## config.mk

```make
export PLATFORM = sky130hd
export DESIGN_NAME = weight_load_ctrl_flat
export DESIGN_NICKNAME = d
export VERILOG_FILES = /design/src/rtl/weight_load_if.sv /design/src/rtl/weight_load_ctrl.sv /design/src/flat_wrapper.sv
export SDC_FILE = /design/constraint.sdc
export NUM_CORES = 1
export LEC_CHECK = 0
export BUFFER_PORTS_ARGS = -buffer_cell sky130_fd_sc_hd__buf_4
export CAP_MARGIN = 25
export CORE_MARGIN = 3
export CORE_UTILIZATION = 40
export CTS_CLUSTER_SIZE = 40
export DETAILED_ROUTE_END_ITERATION = 10
export GPL_ROUTABILITY_DRIVEN = 1
export PLACE_DENSITY = 0.69
export SETUP_SLACK_MARGIN = 0.2
export SYNTH_ARGS = -nofsm -noshare
export SYNTH_HDL_FRONTEND = slang
export SYNTH_SLANG_ARGS = --single-unit
export TNS_END_PERCENT = 1
```

## constraint.sdc

```tcl
create_clock -name clk -period 1.4 [get_ports clk]
set_input_delay 0.28 -clock clk [delete_from_list [all_inputs] [get_ports clk]]
set_output_delay 0.28 -clock clk [all_outputs]
set_load 0.03 [all_outputs]
```

## src/rtl/weight_load_if.sv

```systemverilog
// Weight load controller bus.
// Groups the load request/status handshake, the weight memory read port and
// the weight register bank write port. The controller connects through the
// slave modport; the requester/memory/bank side uses the master modport.
interface weight_load_if #(
   parameter int LAYER_W = 4,
   parameter int DATA_W  = 8
);
   // Request side
   logic               start;
   logic [LAYER_W-1:0] layer;
   logic               abort;

   // Weight memory read port
   logic               mem_rd;
   logic [LAYER_W+1:0] mem_addr;
   logic [DATA_W-1:0]  mem_data;

   // Weight register bank write port
   logic               wb_write;
   logic [1:0]         wb_addr;
   logic [DATA_W-1:0]  wb_data;

   // Status
   logic               busy;
   logic               done;
   logic               loaded_valid;
   logic [LAYER_W-1:0] loaded_layer;

   modport master (
      output start, layer, abort, mem_data,
      input  mem_rd, mem_addr, wb_write, wb_addr, wb_data,
      input  busy, done, loaded_valid, loaded_layer
   );

   modport slave (
      input  start, layer, abort, mem_data,
      output mem_rd, mem_addr, wb_write, wb_addr, wb_data,
      output busy, done, loaded_valid, loaded_layer
   );
endinterface

```

## src/rtl/weight_load_ctrl.sv

```systemverilog
// Weight load controller.
// Copies the 4 weights of one layer from the weight memory into the 4-unit
// weight register bank. Reads are issued on 4 consecutive cycles; memory data
// returns one cycle later and is forwarded straight to the bank, so the writes
// trail the reads by one cycle and a one-cycle FLUSH state covers the last
// write. A request for the layer already resident in the bank is answered
// with a done pulse and no memory traffic.
module weight_load_ctrl #(
   parameter int LAYER_W = 4,
   parameter int DATA_W  = 8
) (
   input logic          clk,
   input logic          reset,
   weight_load_if.slave bus
);

   typedef enum logic [1:0] {
      IDLE,
      RUN,
      FLUSH
   } state_t;

   state_t             state;
   logic [LAYER_W-1:0] cur_layer;
   logic               mem_rd_q;
   logic [LAYER_W+1:0] mem_addr_q;
   logic               wb_write_q;
   logic [1:0]         wb_addr_q;
   logic               done_q;
   logic               loaded_valid_q;
   logic [LAYER_W-1:0] loaded_layer_q;
   logic               cache_hit;
   logic [DATA_W-1:0]  wb_data_c;

   // A request hits when the bank already holds every weight of that layer.
   assign cache_hit = loaded_valid_q && (bus.layer == loaded_layer_q);

   // Load sequencer: the low two address bits double as the read index k, and
   // each write targets the unit whose read was issued in the previous cycle.
   always_ff @(posedge clk) begin
      if (reset) begin
         state          <= IDLE;
         cur_layer      <= '0;
         mem_rd_q       <= 1'b0;
         mem_addr_q     <= '0;
         wb_write_q     <= 1'b0;
         wb_addr_q      <= '0;
         done_q         <= 1'b0;
         loaded_valid_q <= 1'b0;
         loaded_layer_q <= '0;
      end else begin
         done_q <= 1'b0;
         case (state)
            IDLE: begin
               if (bus.start) begin
                  if (cache_hit) begin
                     done_q <= 1'b1;
                  end else begin
                     state          <= RUN;
                     cur_layer      <= bus.layer;
                     loaded_valid_q <= 1'b0;
                     mem_rd_q       <= 1'b1;
                     mem_addr_q     <= {bus.layer, 2'b00};
                  end
               end
            end
            RUN: begin
               if (bus.abort) begin
                  state      <= IDLE;
                  mem_rd_q   <= 1'b0;
                  mem_addr_q <= '0;
                  wb_write_q <= 1'b0;
                  wb_addr_q  <= '0;
               end else begin
                  wb_write_q <= 1'b1;
                  wb_addr_q  <= mem_addr_q[1:0];
                  if (mem_addr_q[1:0] == 2'd3) begin
                     state      <= FLUSH;
                     mem_rd_q   <= 1'b0;
                     mem_addr_q <= '0;
                  end else begin
                     mem_addr_q <= {mem_addr_q[LAYER_W+1:2], mem_addr_q[1:0] + 2'd1};
                  end
               end
            end
            FLUSH: begin
               state      <= IDLE;
               wb_write_q <= 1'b0;
               wb_addr_q  <= '0;
               if (!bus.abort) begin
                  done_q         <= 1'b1;
                  loaded_valid_q <= 1'b1;
                  loaded_layer_q <= cur_layer;
               end
            end
            default: begin
               state      <= IDLE;
               mem_rd_q   <= 1'b0;
               mem_addr_q <= '0;
               wb_write_q <= 1'b0;
               wb_addr_q  <= '0;
            end
         endcase
      end
   end

   // Memory read data goes to the bank unregistered, aligned with wb_write.
   assign wb_data_c = bus.mem_data;

   assign bus.mem_rd       = mem_rd_q;
   assign bus.mem_addr     = mem_addr_q;
   assign bus.wb_write     = wb_write_q;
   assign bus.wb_addr      = wb_addr_q;
   assign bus.wb_data      = wb_data_c;
   assign bus.busy         = (state != IDLE);
   assign bus.done         = done_q;
   assign bus.loaded_valid = loaded_valid_q;
   assign bus.loaded_layer = loaded_layer_q;

endmodule

```

## src/flat_wrapper.sv

```systemverilog
// flat-port wrapper written by rule: the top's interface ports become plain ports
module weight_load_ctrl_flat 
#(
   parameter int LAYER_W = 4,
   parameter int DATA_W  = 8
)
  (clk, reset, bus_start, bus_layer, bus_abort, bus_mem_data, bus_mem_rd, bus_mem_addr, bus_wb_write, bus_wb_addr, bus_wb_data, bus_busy, bus_done, bus_loaded_valid, bus_loaded_layer);
  weight_load_if #(.LAYER_W(LAYER_W), .DATA_W(DATA_W)) bus_i ();
  input logic clk;
  input logic reset;
  input wire logic [$bits(bus_i.start)-1:0] bus_start;
  input wire logic [$bits(bus_i.layer)-1:0] bus_layer;
  input wire logic [$bits(bus_i.abort)-1:0] bus_abort;
  input wire logic [$bits(bus_i.mem_data)-1:0] bus_mem_data;
  output wire logic [$bits(bus_i.mem_rd)-1:0] bus_mem_rd;
  output wire logic [$bits(bus_i.mem_addr)-1:0] bus_mem_addr;
  output wire logic [$bits(bus_i.wb_write)-1:0] bus_wb_write;
  output wire logic [$bits(bus_i.wb_addr)-1:0] bus_wb_addr;
  output wire logic [$bits(bus_i.wb_data)-1:0] bus_wb_data;
  output wire logic [$bits(bus_i.busy)-1:0] bus_busy;
  output wire logic [$bits(bus_i.done)-1:0] bus_done;
  output wire logic [$bits(bus_i.loaded_valid)-1:0] bus_loaded_valid;
  output wire logic [$bits(bus_i.loaded_layer)-1:0] bus_loaded_layer;
  assign bus_i.start = bus_start;
  assign bus_i.layer = bus_layer;
  assign bus_i.abort = bus_abort;
  assign bus_i.mem_data = bus_mem_data;
  assign bus_mem_rd = bus_i.mem_rd;
  assign bus_mem_addr = bus_i.mem_addr;
  assign bus_wb_write = bus_i.wb_write;
  assign bus_wb_addr = bus_i.wb_addr;
  assign bus_wb_data = bus_i.wb_data;
  assign bus_busy = bus_i.busy;
  assign bus_done = bus_i.done;
  assign bus_loaded_valid = bus_i.loaded_valid;
  assign bus_loaded_layer = bus_i.loaded_layer;
  weight_load_ctrl #(.LAYER_W(LAYER_W), .DATA_W(DATA_W)) u_core (.clk(clk), .reset(reset), .bus(bus_i));
endmodule
```

==> impl_metrics.env, run 1 <==
export IMPL_synth_mux_area_share_pct=4.056
export IMPL_r2r_start="u_core.bus.loaded_layer[0]"
export IMPL_max_slew_margin_pct=72.49
export IMPL_layout_commonest_cell="buf_4"
export IMPL_rrSetupSlack_ps=-40
export IMPL_ys_ff_latch=22
export IMPL_maxSlewViolCount=0
export IMPL_cellLeakagePower_nw=0.5577
export IMPL_ys_seq_area_share_pct=44.61
export IMPL_setup_viol=1
export IMPL_firstDrtPassIters=4
export IMPL_io_pins=41
export IMPL_post_route_period_util_pct=102.7
export IMPL_drt_vias_per_instance=5.333
export IMPL_yosys_warnings=0
export IMPL_wl_per_cell_um=15.71
export IMPL_synth_cells=100
export IMPL_skew_ps=4.745
export IMPL_crit_fanout=5
export IMPL_synth_top_family_by_area="compound AO/OA/AOI/OAI gates"
export IMPL_crit_slowest_cell="dfxtp_2"
export IMPL_place_congestion=0.7616
export IMPL_vdd_drop_max_mv=0.6688
export IMPL_worstPathCellList="xnor2_2 -> nand3_2 -> o2111ai_1 -> a21bo_1"
export IMPL_core_area_mm2=0.002276
export IMPL_fin_ws_ps=-37.79
export IMPL_synth_compound_area_share_pct=21.29
export IMPL_hold_depth=3
export IMPL_detail_route_wirelength_mm=2.357
export IMPL_initial_core_util_pct=43.38
export IMPL_drtIter0Drc=23
export IMPL_critical_path_class="register to register"
export IMPL_grt_max_degree=14
export IMPL_violations="negative setup slack"
export IMPL_cpPeakStageDelay_ps=370
export IMPL_synth_nets=117
export IMPL_cts_tree="done"
export IMPL_maxCapViolations=0
export IMPL_synth_top_cell_area_share_pct=44.61
export IMPL_syn_area_um2=987.2
export IMPL_overflow=0
export IMPL_rsz0062_at_grt="true"
export IMPL_antenna_left=0
export IMPL_status="finished with violations"
export IMPL_synth_area_leader_cell="dfxtp_1"
export IMPL_grt_pass1_wl_mm=3.443
export IMPL_hold_class="input port to register"
export IMPL_port_buffers=24
export IMPL_clk_pin_slew_worst_paths_ps=130
export IMPL_async_flop_share_pct=0
export IMPL_cts_sinks=22
export IMPL_dr_total_vias=800
export IMPL_dp_cells=145
export IMPL_n_antenna_cell=0
export IMPL_crit_required_ps=1620
export IMPL_dp_final_hpwl_mm=1.562
export IMPL_dp_slack_ps=-14.78
export IMPL_critPathLaunch="u_core.bus.loaded_layer[0]"
export IMPL_die_y_um=55.68
export IMPL_first_global_vias=761
export IMPL_fin_cells=150
export IMPL_synth_ff_type="dfxtp_1"
export IMPL_max_slew_worst_pin_slew_ps=412.3
export IMPL_r2r_cells=4
export IMPL_root_buffer="clkbuf_4"
export IMPL_track_usage_pct=13.44
export IMPL_critPathLaunchType="register"
export IMPL_end_kind="register"
export IMPL_rows=17
export IMPL_ctsHtreeMaxLevel=1
export IMPL_synthAdderAreaFrac_pct=1.267
export IMPL_drive_above_1_share_pct=48.36
export IMPL_synth_edf_count=0
export IMPL_p_total_mw=1.350
export IMPL_clock_fmax_ghz=0.6955
export IMPL_drcViolationCount=0
export IMPL_worstPathArrival_ps=1650
export IMPL_synthSimpleGateAreaFrac_pct=17.11
export IMPL_fill_cells=162
export IMPL_worstSkewPairLatency_ps=300
export IMPL_die_w_um=55.68
export IMPL_antenna_found_initial=0
export IMPL_clockBufferDepth=2
export IMPL_numCtsBuffers=3
export IMPL_synthTopCellsByArea="dfxtp_1, buf_4, nor2_1"
export IMPL_min_period_ps=1438
export IMPL_yosys_area_share_xor_xnor_pct=3.549
export IMPL_synth_avg_cell_area_um2=9.872
export IMPL_powerDensity_mw_per_mm2=998.7
export IMPL_die_area_mm2=0.003100
export IMPL_final_nets=140
export IMPL_syn2layout_area_growth_pct=36.88
export IMPL_synth_distinct_cells=35
export IMPL_layout_common_cells="buf_4, dfxtp_1, nor2_1"
export IMPL_ctsHoldBuffers=0
export IMPL_r2r_end="u_core.bus.mem_addr[5]"
export IMPL_cp_endpoint="u_core.bus.mem_addr[5]"
export IMPL_finalHoldViolCount=0
[metal layers]
layer  GRT usage (%)  part of all wire (%)  wire length, µm
met2           21.96                    51             1208
met1           17.38                    40              950
met5               0                     0                0
met4           4.514                  0.76               18
met3           3.016                   7.6              180
[worst max-delay path: cells and delay by family, from the launching register on]
kind | cells | cell delay (ps)
flip-flops | 1 | 370
AO/OA/AOI/OAI | 2 | 560
AND/OR/NAND/NOR | 1 | 200
XOR/XNOR | 1 | 220
[worst min path at each step]
stage,startpoint,end,slack (ps)
final,bus_layer[1],u_core.cur_layer[1],270
after CTS,bus_layer[1],u_core.cur_layer[1],270
after global placement,u_core.bus.mem_addr[2],u_core.bus.mem_addr[2],440
after floorplan,u_core.cur_layer[0],u_core.cur_layer[0],430
after global routing,bus_layer[1],u_core.cur_layer[1],290
after detailed placement,u_core.bus.mem_addr[3],u_core.bus.mem_addr[3],440
[power by group]
group	internal [mW]	switching, mW
clock network	0.289	0.195
logic	0.0888	0.112
registers	0.646	0.0186
[synth_stat cells, types with 2 or more instances]
cell and number:
o21a_1 2, nor2_1 11, o2111ai_1 4, a22oi_1 2
nand2_1 7, clkbuf_1 2, mux2i_1 4, a21oi_1 2
nor2b_1 2, buf_4 8, xnor2_1 4, inv_1 2
dfxtp_1 22, o21ai_1 4, a21bo_1 4
[layout make-up]
class	count	area, µm²	area share (%)
Tap cell	28	35.03	2.593
Inverter	2	7.507	0.5556
Clock inverter	1	30.03	2.222
Multi-Input combinational cell	66	581.8	43.06
Timing Repair Buffer	28	217.7	16.11
Sequential cell	22	456.7	33.80
Clock buffer	3	22.52	1.667
[kinds of logic (layout without fill, tap and decap cells)]
logic type / count (synthesis) / in the layout
compound gates: 26 / 26
xor+xnor: 4 / 4
fa+ha+maj: 1 / 1
buf+inv: 13 / 34
flops: 22 / 22
mux: 4 / 4
simple gates: 30 / 31
[timing repair]
| action | 4_1_cts | 5_1_grt |
|---|---|---|
| pin swaps | 0 | 15 |
| cloned | 0 | 1 |
| hold endpoints to repair | 0 | 0 |
| buffers inserted | 0 | 0 |
| setup endpoints to repair | 16 | 21 |
| gates resized for setup | 5 | 20 |
[through the flow]
stage / setup TNS (ps) / hold slack, ps / area [µm²] / util (%)
floorplan: 0 / 428.1 / 994.7 / -
global placement: -2.880 / 438.9 / 1167 / 51.29
detailed placement: -14.78 / 441.8 / 1167 / 51.29
CTS: 0 / 271.2 / 1246 / 54.76
global route: -400.1 / 285.4 / 1351 / 59.37
finish: -37.79 / 272.3 / 1351 / 59.37
[sequential cells by signal, summed over array words and instances (netlist names)]
signal	count
u_core.bus.wb_addr	2
u_core.bus.mem_rd	1
u_core.bus.loaded_layer	4
u_core.bus.loaded_valid	1
u_core.state	2
u_core.bus.mem_addr	6
u_core.bus.wb_write	1
u_core.bus.done	1
u_core.cur_layer	4
(Power assumes the default switching activity.)
==> run 2: changes to the inputs <==
ABC_AREA = 1   (was default)
RECOVER_POWER = 25   (was default)
==> impl_metrics.env, run 2 <==
export IMPL_status="finished, final reports clean"
export IMPL_synth_avg_cell_area_um2=7.334
export IMPL_hold_class="input port to register"
export IMPL_synthAdderAreaFrac_pct=1.312
export IMPL_wl_per_cell_um=10.80
export IMPL_maxCapViolations=0
export IMPL_cts_sinks=22
export IMPL_synthSimpleGateAreaFrac_pct=23.49
export IMPL_clockBufferDepth=2
export IMPL_hold_depth=3
export IMPL_clock_fmax_ghz=0.8077
export IMPL_synth_cells=130
export IMPL_dr_total_vias=828
export IMPL_maxSlewViolCount=0
export IMPL_syn_area_um2=953.4
export IMPL_syn2layout_area_growth_pct=28.35
export IMPL_synth_ff_type="dfxtp_1"
export IMPL_post_route_period_util_pct=88.44
export IMPL_n_antenna_cell=0
export IMPL_crit_fanout=3
export IMPL_synth_nets=147
export IMPL_vdd_drop_max_mv=0.6872
export IMPL_ys_ff_latch=22
export IMPL_critical_path_class="register to output pin"
export IMPL_setup_viol=0
export IMPL_antenna_found_initial=0
export IMPL_powerDensity_mw_per_mm2=969.1
export IMPL_dp_final_hpwl_mm=1.473
export IMPL_track_usage_pct=14.12
export IMPL_layout_commonest_cell="buf_4"
export IMPL_io_pins=41
export IMPL_yosys_warnings=0
export IMPL_layout_common_cells="buf_4, nand2_1, inv_1, dfxtp_1, a21oi_1"
export IMPL_worstPathArrival_ps=960
export IMPL_final_core_util_pct=54.79
export IMPL_worstSkewPairLatency_ps=310
export IMPL_drcViolationCount=0
export IMPL_critPathLaunchType="register"
export IMPL_fin_tns_setup_ps=0
export IMPL_detail_route_wirelength_mm=1.934
export IMPL_ys_seq_area_share_pct=46.19
export IMPL_yosys_top_cells_count="nand2_1, dfxtp_1, a21oi_1, inv_1, nor2_1"
export IMPL_largest_reg_flops=6
export IMPL_drt_vias_per_instance=4.626
export IMPL_initial_core_util_pct=42.69
export IMPL_r2r_cells=10
export IMPL_end_kind="output pin"
export IMPL_synth_mux_area_share_pct=0
export IMPL_first_global_vias=727
export IMPL_finalHoldViolCount=0
export IMPL_core_area_mm2=0.002233
export IMPL_clk_pin_slew_worst_paths_ps=120
export IMPL_synth_most_common_cell="nand2_1"
export IMPL_firstDrtPassIters=4
export IMPL_synth_top_family_by_area="simple AND/OR/NAND/NOR gates"
export IMPL_synth_compound_area_share_pct=13.65
export IMPL_die_w_um=54.82
export IMPL_async_flop_share_pct=0
export IMPL_min_period_ps=1238
export IMPL_max_slew_margin_pct=86.59
export IMPL_grt_max_degree=18
export IMPL_skew_ps=4.856
export IMPL_drtIter0Drc=13
export IMPL_numCtsBuffers=3
export IMPL_synth_top_cell_area_share_pct=46.19
export IMPL_overflow=0
export IMPL_synth_area_leader_cell="dfxtp_1"
export IMPL_antenna_left=0
export IMPL_synthTopCellsByArea="dfxtp_1, nand2_1, a21oi_1"
export IMPL_rsz0062_at_grt="true"
export IMPL_final_nets=169
export IMPL_die_y_um=54.82
export IMPL_cellLeakagePower_nw=0.5634
export IMPL_yosys_area_share_xor_xnor_pct=0
export IMPL_cts_tree="done"
export IMPL_crit_required_ps=1120
export IMPL_ctsHtreeMaxLevel=1
export IMPL_root_buffer="clkbuf_4"
export IMPL_grt_pass1_wl_mm=2.994
export IMPL_die_area_mm2=0.003005
export IMPL_synth_edf_count=0
export IMPL_drive_above_1_share_pct=41.06
export IMPL_synth_distinct_cells=16
export IMPL_rows=17
export IMPL_max_slew_worst_pin_slew_ps=199.0
export IMPL_place_congestion=0.8347
export IMPL_port_buffers=24
==> run 2: where the power goes <==
| group | leakage (nW) | internal, mW | switching [mW] |
|---|---|---|---|
| clock network | 0.0210 | 0.159 | 0.192 |
| registers | 0.183 | 0.647 | 0.0133 |
| logic | 0.360 | 0.0686 | 0.106 |
==> run 2: what timing repair did <==
action / CTS / global route
pin swaps: 1 / 12
hold buffers: 0 / 0
resized for setup: 2 / 20
endpoints found under the setup margin: 7 / 19
buffers inserted: 2 / 0
==> run 2: worst max-delay path, cell delays in order (launching register included) <==
cell and delay [ps]:
dfxtp_2 360, nor2_4 110, inv_2 50, buf_6 130
==> run 2: cell families (layout without fill, tap and decap cells) <==
family | count (synthesis) | after routing
fa+ha+maj | 1 | 1
compound gates | 25 | 25
buf+inv | 31 | 52
flops | 22 | 22
simple gates | 51 | 51
==> run 2: stage by stage <==
step	instances	power [mW]	cell area [µm²]	setup slack [ps]	hold WS [ps]
floorplan	130	0.8109	960.9	195.3	422.8
detailed placement	173	0.8287	1116	172.6	448.0
global placement	173	0.8272	1116	201.4	444.2
finish	179	1.186	1224	161.9	233.6
CTS	179	1.181	1172	152.6	227.2
global route	179	1.236	1224	49.85	243.5
==> run 2: area by class of cell <==
| type | instances | area [µm²] |
|---|---|---|
| well taps | 28 | 35.03 |
| inverters | 21 | 78.83 |
| fillers | 211 | 1010 |
| multi-input cells | 77 | 417.9 |
| repair buffers | 27 | 206.4 |
| flip-flops and latches | 22 | 449.2 |
| clock buffers | 4 | 36.28 |
==> run 2: per-layer routing <==
metal  global-route usage [%]  up-vias  routed length (µm)
li1                         -      441                   -
met1                    18.15      358                 899
met2                    20.87       24                 844
met3                    4.087        5                 150
met4                    7.884        0                  40
met5                        0        -                   0
==> run 2: path summary, 6_finish.rpt <==
path                                    from                  end  slack (ps)
setup / recovery             u_core.state[1]             bus_busy         160
hold / removal                     bus_start      u_core.bus.done         230
setup reg to reg  u_core.bus.loaded_layer[1]  u_core.cur_layer[0]         190
hold reg to reg          u_core.cur_layer[2]  u_core.cur_layer[2]         470
